## src/rtl/exe_muldiv_pkg.sv

```systemverilog
// Shared definitions for the EXE-stage multiply/divide unit: command
// encodings, default sizes and the sequencer state encoding.
package exe_muldiv_pkg;

    // Default datapath sizing; the counter must be able to hold WIDTH-1.
    localparam int MD_WIDTH = 32;
    localparam int MD_CNT_W = 6;

    // EXE_CMD encodings. MUL/DIV occupy codes unused by the ALU.
    localparam logic [3:0] EXE_ADD   = 4'b0000;
    localparam logic [3:0] EXE_SUB   = 4'b0010;
    localparam logic [3:0] EXE_AND   = 4'b0100;
    localparam logic [3:0] EXE_OR    = 4'b0101;
    localparam logic [3:0] EXE_NOR   = 4'b0110;
    localparam logic [3:0] EXE_XOR   = 4'b0111;
    localparam logic [3:0] EXE_SLA   = 4'b1000;
    localparam logic [3:0] EXE_SRA   = 4'b1001;
    localparam logic [3:0] EXE_SRL   = 4'b1010;
    localparam logic [3:0] EXE_MUL   = 4'b1100;
    localparam logic [3:0] EXE_DIV   = 4'b1101;
    localparam logic [3:0] EXE_NO_OP = 4'b1111;

    // Sequencer states.
    typedef enum logic [1:0] {
        MD_IDLE = 2'b00,
        MD_BUSY = 2'b01,
        MD_DONE = 2'b10
    } md_state_t;

    // True for the two commands this unit executes.
    function automatic logic is_md_cmd(input logic [3:0] cmd);
        return (cmd == EXE_MUL) || (cmd == EXE_DIV);
    endfunction

endpackage

```

## src/rtl/exe_muldiv_unit_datapath.sv

```systemverilog
// Iterative magnitude datapath: shift-add multiply (low word only) and
// restoring shift-subtract divide, one iteration per step pulse.
//   MUL: acc_q accumulates, sh_q is the multiplicand shifting left,
//        op_q is the multiplier shifting right.
//   DIV: acc_q is the partial remainder, sh_q shifts the dividend out at
//        the top while quotient bits shift in at the bottom, op_q is the
//        divisor.
module muldiv_datapath #(
    parameter int WIDTH = 32
) (
    input  logic             clk,
    input  logic             rst,
    input  logic             load,
    input  logic             step,
    input  logic             op_is_div,
    input  logic [WIDTH-1:0] a_mag,
    input  logic [WIDTH-1:0] b_mag,
    output logic [WIDTH-1:0] res_mag,
    output logic [WIDTH-1:0] rem_mag
);

    logic [WIDTH-1:0] acc_q, sh_q, op_q;
    logic [WIDTH-1:0] acc_nxt, sh_nxt, op_nxt;
    logic [WIDTH:0]   part;
    logic [WIDTH+1:0] diff;

    // One iteration of the selected algorithm. The subtract is two bits
    // wider than the divisor so the borrow stays meaningful even for a
    // zero divisor, where the partial remainder can use all WIDTH bits.
    always_comb begin
        part    = {acc_q, sh_q[WIDTH-1]};
        diff    = {1'b0, part} - {2'b00, op_q};
        acc_nxt = acc_q;
        sh_nxt  = sh_q;
        op_nxt  = op_q;
        if (op_is_div) begin
            if (!diff[WIDTH+1]) begin
                acc_nxt = diff[WIDTH-1:0];
                sh_nxt  = {sh_q[WIDTH-2:0], 1'b1};
            end else begin
                acc_nxt = part[WIDTH-1:0];
                sh_nxt  = {sh_q[WIDTH-2:0], 1'b0};
            end
        end else begin
            if (op_q[0]) begin
                acc_nxt = acc_q + sh_q;
            end
            sh_nxt = {sh_q[WIDTH-2:0], 1'b0};
            op_nxt = {1'b0, op_q[WIDTH-1:1]};
        end
    end

    // Operand load on launch, otherwise advance one iteration per step.
    always_ff @(posedge clk or negedge rst) begin
        if (!rst) begin
            acc_q <= '0;
            sh_q  <= '0;
            op_q  <= '0;
        end else if (load) begin
            acc_q <= '0;
            sh_q  <= a_mag;
            op_q  <= b_mag;
        end else if (step) begin
            acc_q <= acc_nxt;
            sh_q  <= sh_nxt;
            op_q  <= op_nxt;
        end
    end

    // Unsigned magnitudes of the finished operation.
    always_comb begin
        res_mag = op_is_div ? sh_q : acc_q;
        rem_mag = op_is_div ? acc_q : '0;
    end

endmodule

```

## src/rtl/exe_muldiv_unit.sv

```systemverilog
// EXE-stage multi-cycle MUL/DIV unit. Launches from the ID/EXE register,
// stalls the front of the pipe for WIDTH+1 cycles, then presents a signed
// result for one cycle (DONE), during which the pipe advances.
// Handshake: a MUL/DIV command held in ID/EXE is accepted in IDLE when
// kill is low; stall stays high until the DONE cycle, and result_valid is
// a single-cycle pulse in DONE that consumers must use to qualify
// result/remainder. kill overrides everything in every state.
module exe_muldiv_unit
    import exe_muldiv_pkg::*;
#(
    parameter int WIDTH = MD_WIDTH,
    parameter int CNT_W = MD_CNT_W
) (
    input  logic             clk,
    input  logic             rst,
    input  logic [3:0]       EXE_CMD,
    input  logic [WIDTH-1:0] val1,
    input  logic [WIDTH-1:0] val2,
    input  logic             kill,
    output logic             stall,
    output logic             result_valid,
    output logic [WIDTH-1:0] result,
    output logic [WIDTH-1:0] remainder,
    output logic             div_by_zero,
    output logic [1:0]       dbg_state
);

    md_state_t        state_q, state_d;
    logic [CNT_W-1:0] cnt_q;
    logic             op_div_q, neg_res_q, neg_rem_q, dbz_q;
    logic [WIDTH-1:0] result_q, remainder_q;

    logic             is_md, launch, last_iter;
    logic             dp_load, dp_step;
    logic             cmd_div, b_zero;
    logic [WIDTH-1:0] a_mag, b_mag;
    logic [WIDTH-1:0] res_mag, rem_mag;
    logic [WIDTH-1:0] res_fixed, rem_fixed;

    // Command decode and operand magnitudes; reset masks the command so
    // nothing stalls while the unit is held in reset.
    always_comb begin
        is_md     = rst & is_md_cmd(EXE_CMD);
        launch    = is_md & ~kill;
        cmd_div   = (EXE_CMD == EXE_DIV);
        b_zero    = (val2 == '0);
        a_mag     = val1[WIDTH-1] ? (~val1 + 1'b1) : val1;
        b_mag     = val2[WIDTH-1] ? (~val2 + 1'b1) : val2;
        last_iter = (cnt_q == CNT_W'(WIDTH - 1));
    end

    // State register.
    always_ff @(posedge clk or negedge rst) begin
        if (!rst) begin
            state_q <= MD_IDLE;
        end else begin
            state_q <= state_d;
        end
    end

    // Next-state logic; kill always returns to IDLE.
    always_comb begin
        state_d = state_q;
        case (state_q)
            MD_IDLE: state_d = launch ? MD_BUSY : MD_IDLE;
            MD_BUSY: begin
                if (kill) begin
                    state_d = MD_IDLE;
                end else if (last_iter) begin
                    state_d = MD_DONE;
                end else begin
                    state_d = MD_BUSY;
                end
            end
            MD_DONE: state_d = MD_IDLE;
            default: state_d = MD_IDLE;
        endcase
    end

    // Per-state outputs and datapath controls.
    always_comb begin
        stall        = 1'b0;
        result_valid = 1'b0;
        dp_load      = 1'b0;
        dp_step      = 1'b0;
        case (state_q)
            MD_IDLE: begin
                stall   = launch;
                dp_load = launch;
            end
            MD_BUSY: begin
                stall   = ~kill;
                dp_step = ~kill;
            end
            MD_DONE: result_valid = ~kill;
            default: ;
        endcase
    end

    // Launch-time bookkeeping (op type, signs, divide-by-zero) and the
    // iteration counter. A zero divisor keeps the all-ones quotient by
    // suppressing quotient negation.
    always_ff @(posedge clk or negedge rst) begin
        if (!rst) begin
            cnt_q     <= '0;
            op_div_q  <= 1'b0;
            neg_res_q <= 1'b0;
            neg_rem_q <= 1'b0;
            dbz_q     <= 1'b0;
        end else if ((state_q == MD_IDLE) && launch) begin
            cnt_q     <= '0;
            op_div_q  <= cmd_div;
            neg_res_q <= (val1[WIDTH-1] ^ val2[WIDTH-1]) & ~(cmd_div & b_zero);
            neg_rem_q <= cmd_div & val1[WIDTH-1];
            dbz_q     <= cmd_div & b_zero;
        end else if ((state_q == MD_BUSY) && !kill) begin
            cnt_q <= cnt_q + 1'b1;
        end
    end

    // Sign correction of the magnitude results.
    always_comb begin
        res_fixed = neg_res_q ? (~res_mag + 1'b1) : res_mag;
        rem_fixed = neg_rem_q ? (~rem_mag + 1'b1) : rem_mag;
    end

    // Hold the last delivered result so the outputs stay stable outside DONE.
    always_ff @(posedge clk or negedge rst) begin
        if (!rst) begin
            result_q    <= '0;
            remainder_q <= '0;
        end else if ((state_q == MD_DONE) && !kill) begin
            result_q    <= res_fixed;
            remainder_q <= rem_fixed;
        end
    end

    // Result presentation: live value in DONE, held value elsewhere.
    always_comb begin
        result      = (state_q == MD_DONE) ? res_fixed : result_q;
        remainder   = (state_q == MD_DONE) ? rem_fixed : remainder_q;
        div_by_zero = dbz_q;
        dbg_state   = state_q;
    end

    muldiv_datapath #(
        .WIDTH (WIDTH)
    ) u_datapath (
        .clk       (clk),
        .rst       (rst),
        .load      (dp_load),
        .step      (dp_step),
        .op_is_div (op_div_q),
        .a_mag     (a_mag),
        .b_mag     (b_mag),
        .res_mag   (res_mag),
        .rem_mag   (rem_mag)
    );

endmodule

```

## config.mk

```make
export PLATFORM = sky130hd
export DESIGN_NAME = exe_muldiv_unit
export DESIGN_NICKNAME = d
export VERILOG_FILES = /design/src/rtl/exe_muldiv_pkg.sv /design/src/rtl/exe_muldiv_unit_datapath.sv /design/src/rtl/exe_muldiv_unit.sv
export SDC_FILE = /design/constraint.sdc
export NUM_CORES = 1
export LEC_CHECK = 0
export ABC_AREA = 1
export CAP_MARGIN = 20
export CORE_MARGIN = 4
export CORE_UTILIZATION = 55
export CTS_CLUSTER_DIAMETER = 50
export DETAILED_ROUTE_END_ITERATION = 10
export PLACE_DENSITY = 0.78
export SLEW_MARGIN = 20
export SYNTH_ARGS = -nofsm -noshare
export SYNTH_HDL_FRONTEND = slang
export SYNTH_HIERARCHICAL = 1
export SYNTH_SLANG_ARGS = --single-unit
export TNS_END_PERCENT = 5
```

## constraint.sdc

```tcl
create_clock -name clk -period 4 [get_ports clk]
set_clock_uncertainty 0.15 [all_clocks]
set_input_delay 1 -clock clk [delete_from_list [all_inputs] [get_ports clk]]
set_output_delay 1 -clock clk [all_outputs]
set_load 0.02 [all_outputs]
```

Yosys cells after proc, flatten, opt, wreduce, memory -nomap -nowiden
Index checks and enable logic that the tools add are counted.
Word-level totals
  register bits after elaboration: 172
  latch bits: 0
  memory bits (writable): 0
  memory bits (read-only): 0
  input port bits: 71
  output and inout bits: 69
  logic and storage cells: 78
  memories: 0
Cells by class
  $add $sub $neg: 7
  multiply operators: 0
  div/mod/pow operators: 0
  magnitude comparators: 0
  eq/ne operators: 6
  shifts and indexed selects: 0
  mux-type cells: 30
  bitwise operators: 12
  reductions and logical operators: 12
Operators by type and width (number)
  $mux W32: 18
  $add A32 B1 Y32 const B: 4
  $not A32 Y32: 4
  $sub A33 B32 Y34: 1
  $add A32 B32 Y32: 1
  $logic_not A32 Y1: 1
  $mux W6: 2
  $eq A4 B4 Y1 const B: 2
  $add A6 B1 Y6 const B: 1
  $eq A6 B5 Y1 const B: 1
  $mux W1: 6
  $and A1 B1 Y1: 5
  $mux W2: 2
  $pmux W2 S2: 1
  $reduce_and A2 Y1: 2
  $reduce_bool A2 Y1: 2
  $logic_and A1 B1 Y1: 3
  $reduce_bool A3 Y1: 1
  $eq A2 B1 Y1 const B: 1
  $eq A2 B2 Y1 const B: 1
  $logic_not A2 Y1: 1
  $ne A2 B1 Y1 const B: 1
  $not A1 Y1: 2
  $pmux W1 S2: 1
  3 further kinds: 3

Logic depth before layout (Yosys ltp)
Gate-level depths: netlist (run 1).
  depth in word-level cells: 7
  mapped depth: 18

Cells and area by module
The synthesis (run 1) kept the hierarchy.
By module, submodules not included
  muldiv_datapath: times used 1, cells each 1802, area each 10353.7 µm², seq. area each 2402.3 µm²
  exe_muldiv_unit: times used 1, cells each 1320, area each 7716.2 µm², seq. area each 1901.8 µm²

Worst setup path before layout (run 1)
Ideal clock, no wire load.
  kind: register to output
  from: reg op_div_q
  to: out result[16]
  data arrival time: 2.405 ns
  required time: 2.850 ns
  slack: 0.445 ns
  stages on the path, launching flop included: 13
  cell sequence: dfrtp_1 -> buf_2 -> clkbuf_1 -> clkbuf_1 -> o21ai_0 -> inv_1 -> ha_1 -> nand3_1 -> nand2_1 -> nand2_2 -> nor2_4 -> nand3_1 -> a31oi_1
Between the ends
  longest elaborated chain between the ends: 5
Ends and longest elaborated chain
  start: declaration: line exe_muldiv_unit.sv:30  | logic op_div_q, neg_res_q, neg_rem_q, dbz_q;
  start signal: assignment: line exe_muldiv_unit.sv:112  | op_div_q <= cmd_div;
  $mux W32 *: line exe_muldiv_unit_datapath.sv:72  | res_mag = op_is_div ? sh_q : acc_q;
  $not A32 Y32: line exe_muldiv_unit.sv:123  | res_fixed = neg_res_q ? (~res_mag + 1'b1) : res_mag;
  $add A32 B1 Y32: line exe_muldiv_unit.sv:123
  $mux W32 *: line exe_muldiv_unit.sv:123
  $mux W32 *: line exe_muldiv_unit.sv:140  | result = (state_q == MD_DONE) ? res_fixed : result_q;
  end: declaration: line exe_muldiv_unit.sv:22  | output logic [WIDTH-1:0] result,
Mark *: on every way between the ends. The rest lies on a longest branch, timed or not.

Worst setup path after layout (run 1)
  from: reg op_div_q
  to: out result[24]
The elaborated chain is that of the path after synthesis.

==> results.toml, run 1 <==
[synthesis]
postSynthAreaPerCell_um2 = 5.79
cell_taking_the_most_area_after_synthesis = "nand2_1"
synth.cell_area_um2 = 18100
yosysTopAreaCellShare_pct = 25.1
synth.yosys.seq_area_share_pct = 23.8
syn_inst = 3122
synth-seq-cells = 172
synth_common_cells = "nand2_1, inv_1, nand3_1"
asyncSetResetFlopFracSynth_pct = 100
synth_enable_flop_cells = 0
synth_flop_cell = "dfrtp_1"
ys_top_cells_by_area = "nand2_1, dfrtp_1, inv_1"
yosys.cell_count.top_type = "nand2_1"
mappedNetlistNets = 3263
post_synth_num_cell_types = 49
yosysWarnings = 6

[run]
drv.max_cap_violation_count = 0

[sta]
totalNegativeSetupSlack_ns = 0
hold_violations = 0
max_freq_mhz = 251
final_min_period_over_clock_period_pct = 99.5
worst_margin_pin_slew_ns = 0.819
grt_setup_unrepaired = "true"
hold_ws_ns = 0.333
setup_viol = 0
timing.final.crit_period_ns = 3.98
maxSlewHeadroom_pct = 45.4
final_max_slew_viol_count = 0

[pwr]
power.net_switching_mw = 8.64
total_leakage_power_nw = 12.1
power.switching_fraction_pct = 56.0
seqPwrFrac_pct = 19.2
pwr-share-clk_pct = 12.0
share_comb_of_total_power_pct = 68.8
intPower_mw = 6.79
irDropWorstVdd_mv = 0.462
power.total_mw = 15.4
power_per_cell_area_nw_per_um2 = 723

[route]
detail_route.iter0.violations = 2187
final_wirelength_mm = 68.0
drc = 0
ant_nets = 0
vias_per_cell = 5.56
wire_per_inst_um = 18.0
dr_total_vias = 21000
dr.pass1.iters = 8

[clock_network]
cts.root.buffer_cell = "clkbuf_16"
htree_levels = 4
clock_sink_count = 172
ctsHoldBuffers = 0
path_clk_slew_ns = 0.07
cts_tree = "built"
clk_path_buf_depth = 2
cts-buffers-inserted = 17
clk_latency_ns = 0.46

[grt]
grt_util_all_layers_pct = 37.5
grt_antenna_before_repair = 3
first_global_vias = 19600
grt_pass1_wl_mm = 107
largest_net_degree_at_the_start_of_global_routing = 138
gr-total-overflow = 0

[floorplan]
die_height_um = 189
die_area_um2 = 35800
ios = 140
start_util_pct = 55.7
core-area_um2 = 32500
die-width_um = 189
num_rows = 66

[placement]
post-dp-hpwl_mm = 54.2
gp_routability_congestion = 1.07
placement.io_buffers = 139

[worst_setup_path]
worst_setup_path_start_kind = "flop"
worst_r2r_startpoint = "u_datapath/acc_q[6]"
cp_data_arrival_time_ns = 2.83
regToRegEndpoint = "u_datapath/acc_q[20]"
critical_path_peak_fanout = 4
critPathKind = "reg2out"
register_to_register_setup_slack_ns = 0.66
worst_ep_required_time_ns = 2.85
critPathLaunch = "op_div_q"
kind_of_capture_point_of_the_worst_setup_path = "output port"
ff2ff_path_depth = 16

[layout]
nNetsFinal = 3461
layout.core_utilization_pct = 65.7
area_delta_synth_final_pct = 18.0
final_layout_size_suffix_gt1_share_pct = 9.00

[min_path]
holdCritPathClass = "reg2reg"
worstHoldStart = "remainder_q[13]"
holdPathStages = 2
timing.hold.worst_endpoint = "remainder_q[13]"

[run_status]
run_status = "complete, no violations"
## routing by layer
metal / track usage [%] / part of all wire [%] / vias up
met1: 52.7 / 43 / 9590
met5: 0 / 0.035 / -
met3: 7.65 / 10 / 209
met4: 15.2 / 4.8 / 4
li1: - / - / 10100
met2: 56.7 / 42 / 1073
## registers in the layout, summed over array words and instances (netlist names)
signal and cells:
remainder_q 32, result_q 32, u_datapath/acc_q 32, u_datapath/op_q 32, u_datapath/sh_q 32, cnt_q 6
dbg_state 2, div_by_zero 1, neg_rem_q 1, neg_res_q 1, op_div_q 1
## worst max path at each step
stage                          to  slack [ns]  depth (start not counted)
global route        remainder[29]       -0.15                         13
finish                 result[24]        0.02                         16
detailed placement     result[24]       -0.02                         17
floorplan              result[16]        0.45                         12
CTS                 remainder[10]       -0.15                         13
global placement       result[14]        0.06                         16
## cell families after synthesis
group	count (synthesis)	synth area share [%]
simple gates	1818	42.1
buf+inv	626	13.5
compound gates	342	11.1
flops	172	23.8
xor+xnor	94	4.64
fa+ha+maj	70	4.93
## critical path, stage by stage (launching register included)
cell     delay, ns
dfrtp_2       0.46
buf_4         0.16
nand2_1       0.05
o21ai_0       0.11
buf_4         0.16
inv_1         0.07
ha_2          0.20
nand3_2       0.10
buf_4         0.15
nor2_2        0.15
nand3_1       0.17
nand2_2       0.12
nand3_1       0.07
nand2_1       0.10
nand2_1       0.07
nand2_1       0.10
buf_4         0.14
## layout by cell type (no fill, tap or decap), drive strengths merged, types with 3 or more instances in the layout
cell	Yosys	layout
nor3	15	15
ha	68	68
xnor2	10	10
o221ai	29	29
bufinv	0	3
a21oi	67	67
xor2	84	84
nand3	280	280
nand4	32	32
nand2	1225	1225
o21ai	190	190
dlymetal6s2s	0	9
dlygate4sd2	0	17
buf	51	149
nand3b	10	10
dfrtp	172	172
inv	529	536
nor2	244	244
diode	0	3
clkbuf	43	33
o21bai	4	4
or2	5	5
o21a	5	5
and2	4	4
a31oi	5	5
clkdlybuf4s50	0	79
o211ai	35	35
clkinv	3	4
clkdlybuf4s15	0	6
## per-stage QoR
stage | area [um^2] | instances | setup WS [ns]
3_3_place_gp | 20700 | 3738 | 0.0623
2_1_floorplan | 18100 | 3122 | 0.445
3_5_place_dp | 20700 | 3738 | -0.0246
5_1_grt | 21300 | 3775 | -0.151
6_report | 21300 | 3778 | 0.0187
4_1_cts | 21300 | 3773 | -0.147
## repair_timing
action                                 in CTS  in global routing
pin swaps                                   4                  8
gates resized for setup                   106                 64
buffers inserted                            3                  1
setup endpoints to repair                  60                 47
endpoints found under the hold margin       0                  0
gates cloned                                0                  1
## layout make-up
class / instances / area [um^2]
clock buffers: 20 / 457
well taps: 442 / 553
fillers: 3039 / 11100
clock inverters: 12 / 175
multi-input cells: 2324 / 11400
flip-flops and latches: 172 / 4310
inverters: 532 / 2000
repair buffers: 273 / 2420
diodes: 3 / 7.51
## power groups by stage
stage	combinational, mW	clock (mW)	sequential [mW]
after floorplan	6.93	0	2.48
after global placement	10.0	0	2.90
after detailed placement	10.2	0	2.92
after CTS	10.3	1.86	2.89
after global routing	11.8	1.92	2.93
final	10.6	1.85	2.96
Power figures use the tool's default switching activity.
==> inputs of run 2 (changes only) <==
--- a/config.mk
+++ b/config.mk
@@ -7,11 +7,11 @@
 export LEC_CHECK = 0
 export ABC_AREA = 1
 export CAP_MARGIN = 20
-export CORE_MARGIN = 4
-export CORE_UTILIZATION = 55
+export CORE_MARGIN = 2
+export CORE_UTILIZATION = 26
 export CTS_CLUSTER_DIAMETER = 50
 export DETAILED_ROUTE_END_ITERATION = 10
-export PLACE_DENSITY = 0.78
+export PLACE_DENSITY = 0.44
 export SLEW_MARGIN = 20
 export SYNTH_ARGS = -nofsm -noshare
 export SYNTH_HDL_FRONTEND = slang
==> run 2 against run 1 <==
  * Highest routed layer unchanged
  * Die area increased by 100%
  * Combinational power about the same
  * Sequential cell count unchanged
  * Critical path type unchanged
  * Critical path depth decreased by 6
  * Clock power decreased by 9.7%
  * Non-clock buffer count decreased by 29
  * Final cell count increased by 12%
==> results.toml, run 2 (synthesis gave the netlist of run 1 again) <==
[run_status]
run_status = "complete, no violations"

[clock_network]
cts-buffers-inserted = 17
htree_levels = 4
clock_sink_count = 172
cts_tree = "built"
cts.root.buffer_cell = "clkbuf_16"
path_clk_slew_ns = 0.08
clk_path_buf_depth = 2
clk_latency_ns = 0.49

[worst_setup_path]
worst_r2r_startpoint = "u_datapath/acc_q[0]"
cpMaxStageDelayCell = "dfrtp_2"
critPathLaunch = "op_div_q"
path_cells = "buf_12, o21ai_1, inv_2, ha_1, nand3_1, nand2_2, xnor2_1, nand2_1, o21ai_0, dlygate4sd2_1"
cp_data_arrival_time_ns = 2.81
peak_per_stage_delay_on_the_critical_path_ns = 0.45
crit_cells = 10
critPathKind = "reg2out"
worst_ep_required_time_ns = 2.85
ff2ff_path_depth = 13
worst_setup_path_start_kind = "flop"
path_delay_family = "buffers and inverters"
worst_path_bufs_invs = 3
critical_path_peak_fanout = 16
kind_of_capture_point_of_the_worst_setup_path = "output port"

[pwr]
power.total_mw = 15.3
power_per_cell_area_nw_per_um2 = 704
total_leakage_power_nw = 11.9
irDropWorstVdd_mv = 0.365

[sta]
maxSlewHeadroom_pct = 57.6
hold_violations = 0
final_min_period_over_clock_period_pct = 99.0
max_freq_mhz = 252
final_max_slew_viol_count = 0
timing.final.crit_period_ns = 3.96
grt_setup_unrepaired = "true"
worst_margin_pin_slew_ns = 0.634
setup_viol = 0
hold_ws_ns = 0.331

[placement]
gp_routability_congestion = 0.951
post_dp_cell_area_um2 = 21100
post-dp-hpwl_mm = 61.1
placement.io_buffers = 139

[layout]
final_cell_mix = "nand2_1, inv_1, nand3_1, nor2_1, dfrtp_1"
seq_area_um2 = 4310
nNetsFinal = 3432
num-fill-cells = 7909
layout.core_utilization_pct = 31.6
final_layout_size_suffix_gt1_share_pct = 9.26
finalInstanceArea_um2 = 21700
final_common_cell = "nand2_1"
area_delta_synth_final_pct = 20.0
area_of_the_multi_input_gates_um2 = 11500

[grt]
largest_net_degree_at_the_start_of_global_routing = 103
grt_antenna_before_repair = 5
gr-total-overflow = 0
grt_util_all_layers_pct = 21.0
first_global_vias = 18600
grt_pass1_wl_mm = 113

[route]
final_wirelength_mm = 74.3
dr.pass1.iters = 7
ant_nets = 0
detail_route.iter0.violations = 1451
vias_per_cell = 4.60
wire_per_inst_um = 17.5
dr_total_vias = 19500
drc = 0

[floorplan]
die-width_um = 268
die_area_um2 = 71600
start_util_pct = 26.3
num_rows = 96
ios = 140
core-area_um2 = 68700
die_height_um = 268

[min_path]
worstHoldStart = "remainder_q[16]"
holdCritPathClass = "reg2reg"
holdPathStages = 2

[run]
drv.max_cap_violation_count = 0
run 2: cell count changes in the layout (fill, tap and decap cells not counted), moves of 7 or more:
cell           delta
clkbuf_2         +25
nor2_1           -13
buf_2             -8
buf_4            -34
nor2_2            +8
dlygate4sd2_1     -7
run 2: layer usage:
metal	vias up	global-route usage (%)	wire, um
li1	10100	-	-
met3	108	3.80	3970
met5	-	0	57
met1	8847	29.5	36000
met4	8	7.93	2470
met2	470	31.9	31800
run 2: stage by stage:
stage          setup TNS [ns]  worst slack (ns)  instances
6_report                    0            0.0384       4237
5_1_grt                -0.479           -0.0863       4235
4_1_cts                -0.612            -0.238       4233
3_5_place_dp                0            0.0590       4201
3_3_place_gp                0            0.0668       4201
2_1_floorplan               0             0.445       3122
run 2: worst register-to-register path, delay by kind of cell (launching register included):
kind / cells / cell delay, ns
DFF: 1 / 0.43
buffers and inverters: 1 / 0.19
AOI/OAI and AO/OA: 1 / 0.07
and+or+nand+nor: 9 / 1.46
adders and majority gates: 2 / 0.85
run 2: final cells by class:
class / instances / share of cell area (%)
multi-input combinational: 2324 / 53.2
sequential: 172 / 19.9
timing repair buffer: 244 / 9.76
inverter: 532 / 9.22
tap: 931 / 5.37
clock buffer: 18 / 1.98
clock inverter: 14 / 0.589
antenna: 2 / 0.0231
run 2: timing repair:
action,CTS,global route
setup endpoints to repair,58,57
hold endpoints to repair,0,0
buffers inserted,0,1
gates resized for setup,92,126
cloned,0,1
hold buffers,0,0
pin swaps,0,4
run 2: power breakdown:
group	total, mW	internal, mW	switching [mW]
logic	10.7	3.49	7.20
clock network	1.67	0.818	0.850
registers	2.89	2.15	0.744
total	15.3	6.46	8.80
run 2: worst paths after layout:
| kind | endpoint | slack, ns |
|---|---|---|
| setup / recovery | result[4] | 0.04 |
| hold / removal | remainder_q[16] | 0.33 |
| setup reg to reg | u_datapath/acc_q[28] | 0.77 |
| hold reg to reg | remainder_q[16] | 0.33 |
| max in group asynchronous | remainder_q[4] | 1.67 |
| min in group asynchronous | result_q[18] | 0.48 |
==> inputs of run 3 (changes only) <==
--- a/config.mk
+++ b/config.mk
@@ -10,6 +10,7 @@
 export CORE_MARGIN = 2
 export CORE_UTILIZATION = 26
 export CTS_CLUSTER_DIAMETER = 50
+export CTS_CLUSTER_SIZE = 10
 export DETAILED_ROUTE_END_ITERATION = 10
 export PLACE_DENSITY = 0.44
 export SLEW_MARGIN = 20
==> results of run 3 <==
No change in the layout: final DEF, timing and power equal those of run 2.
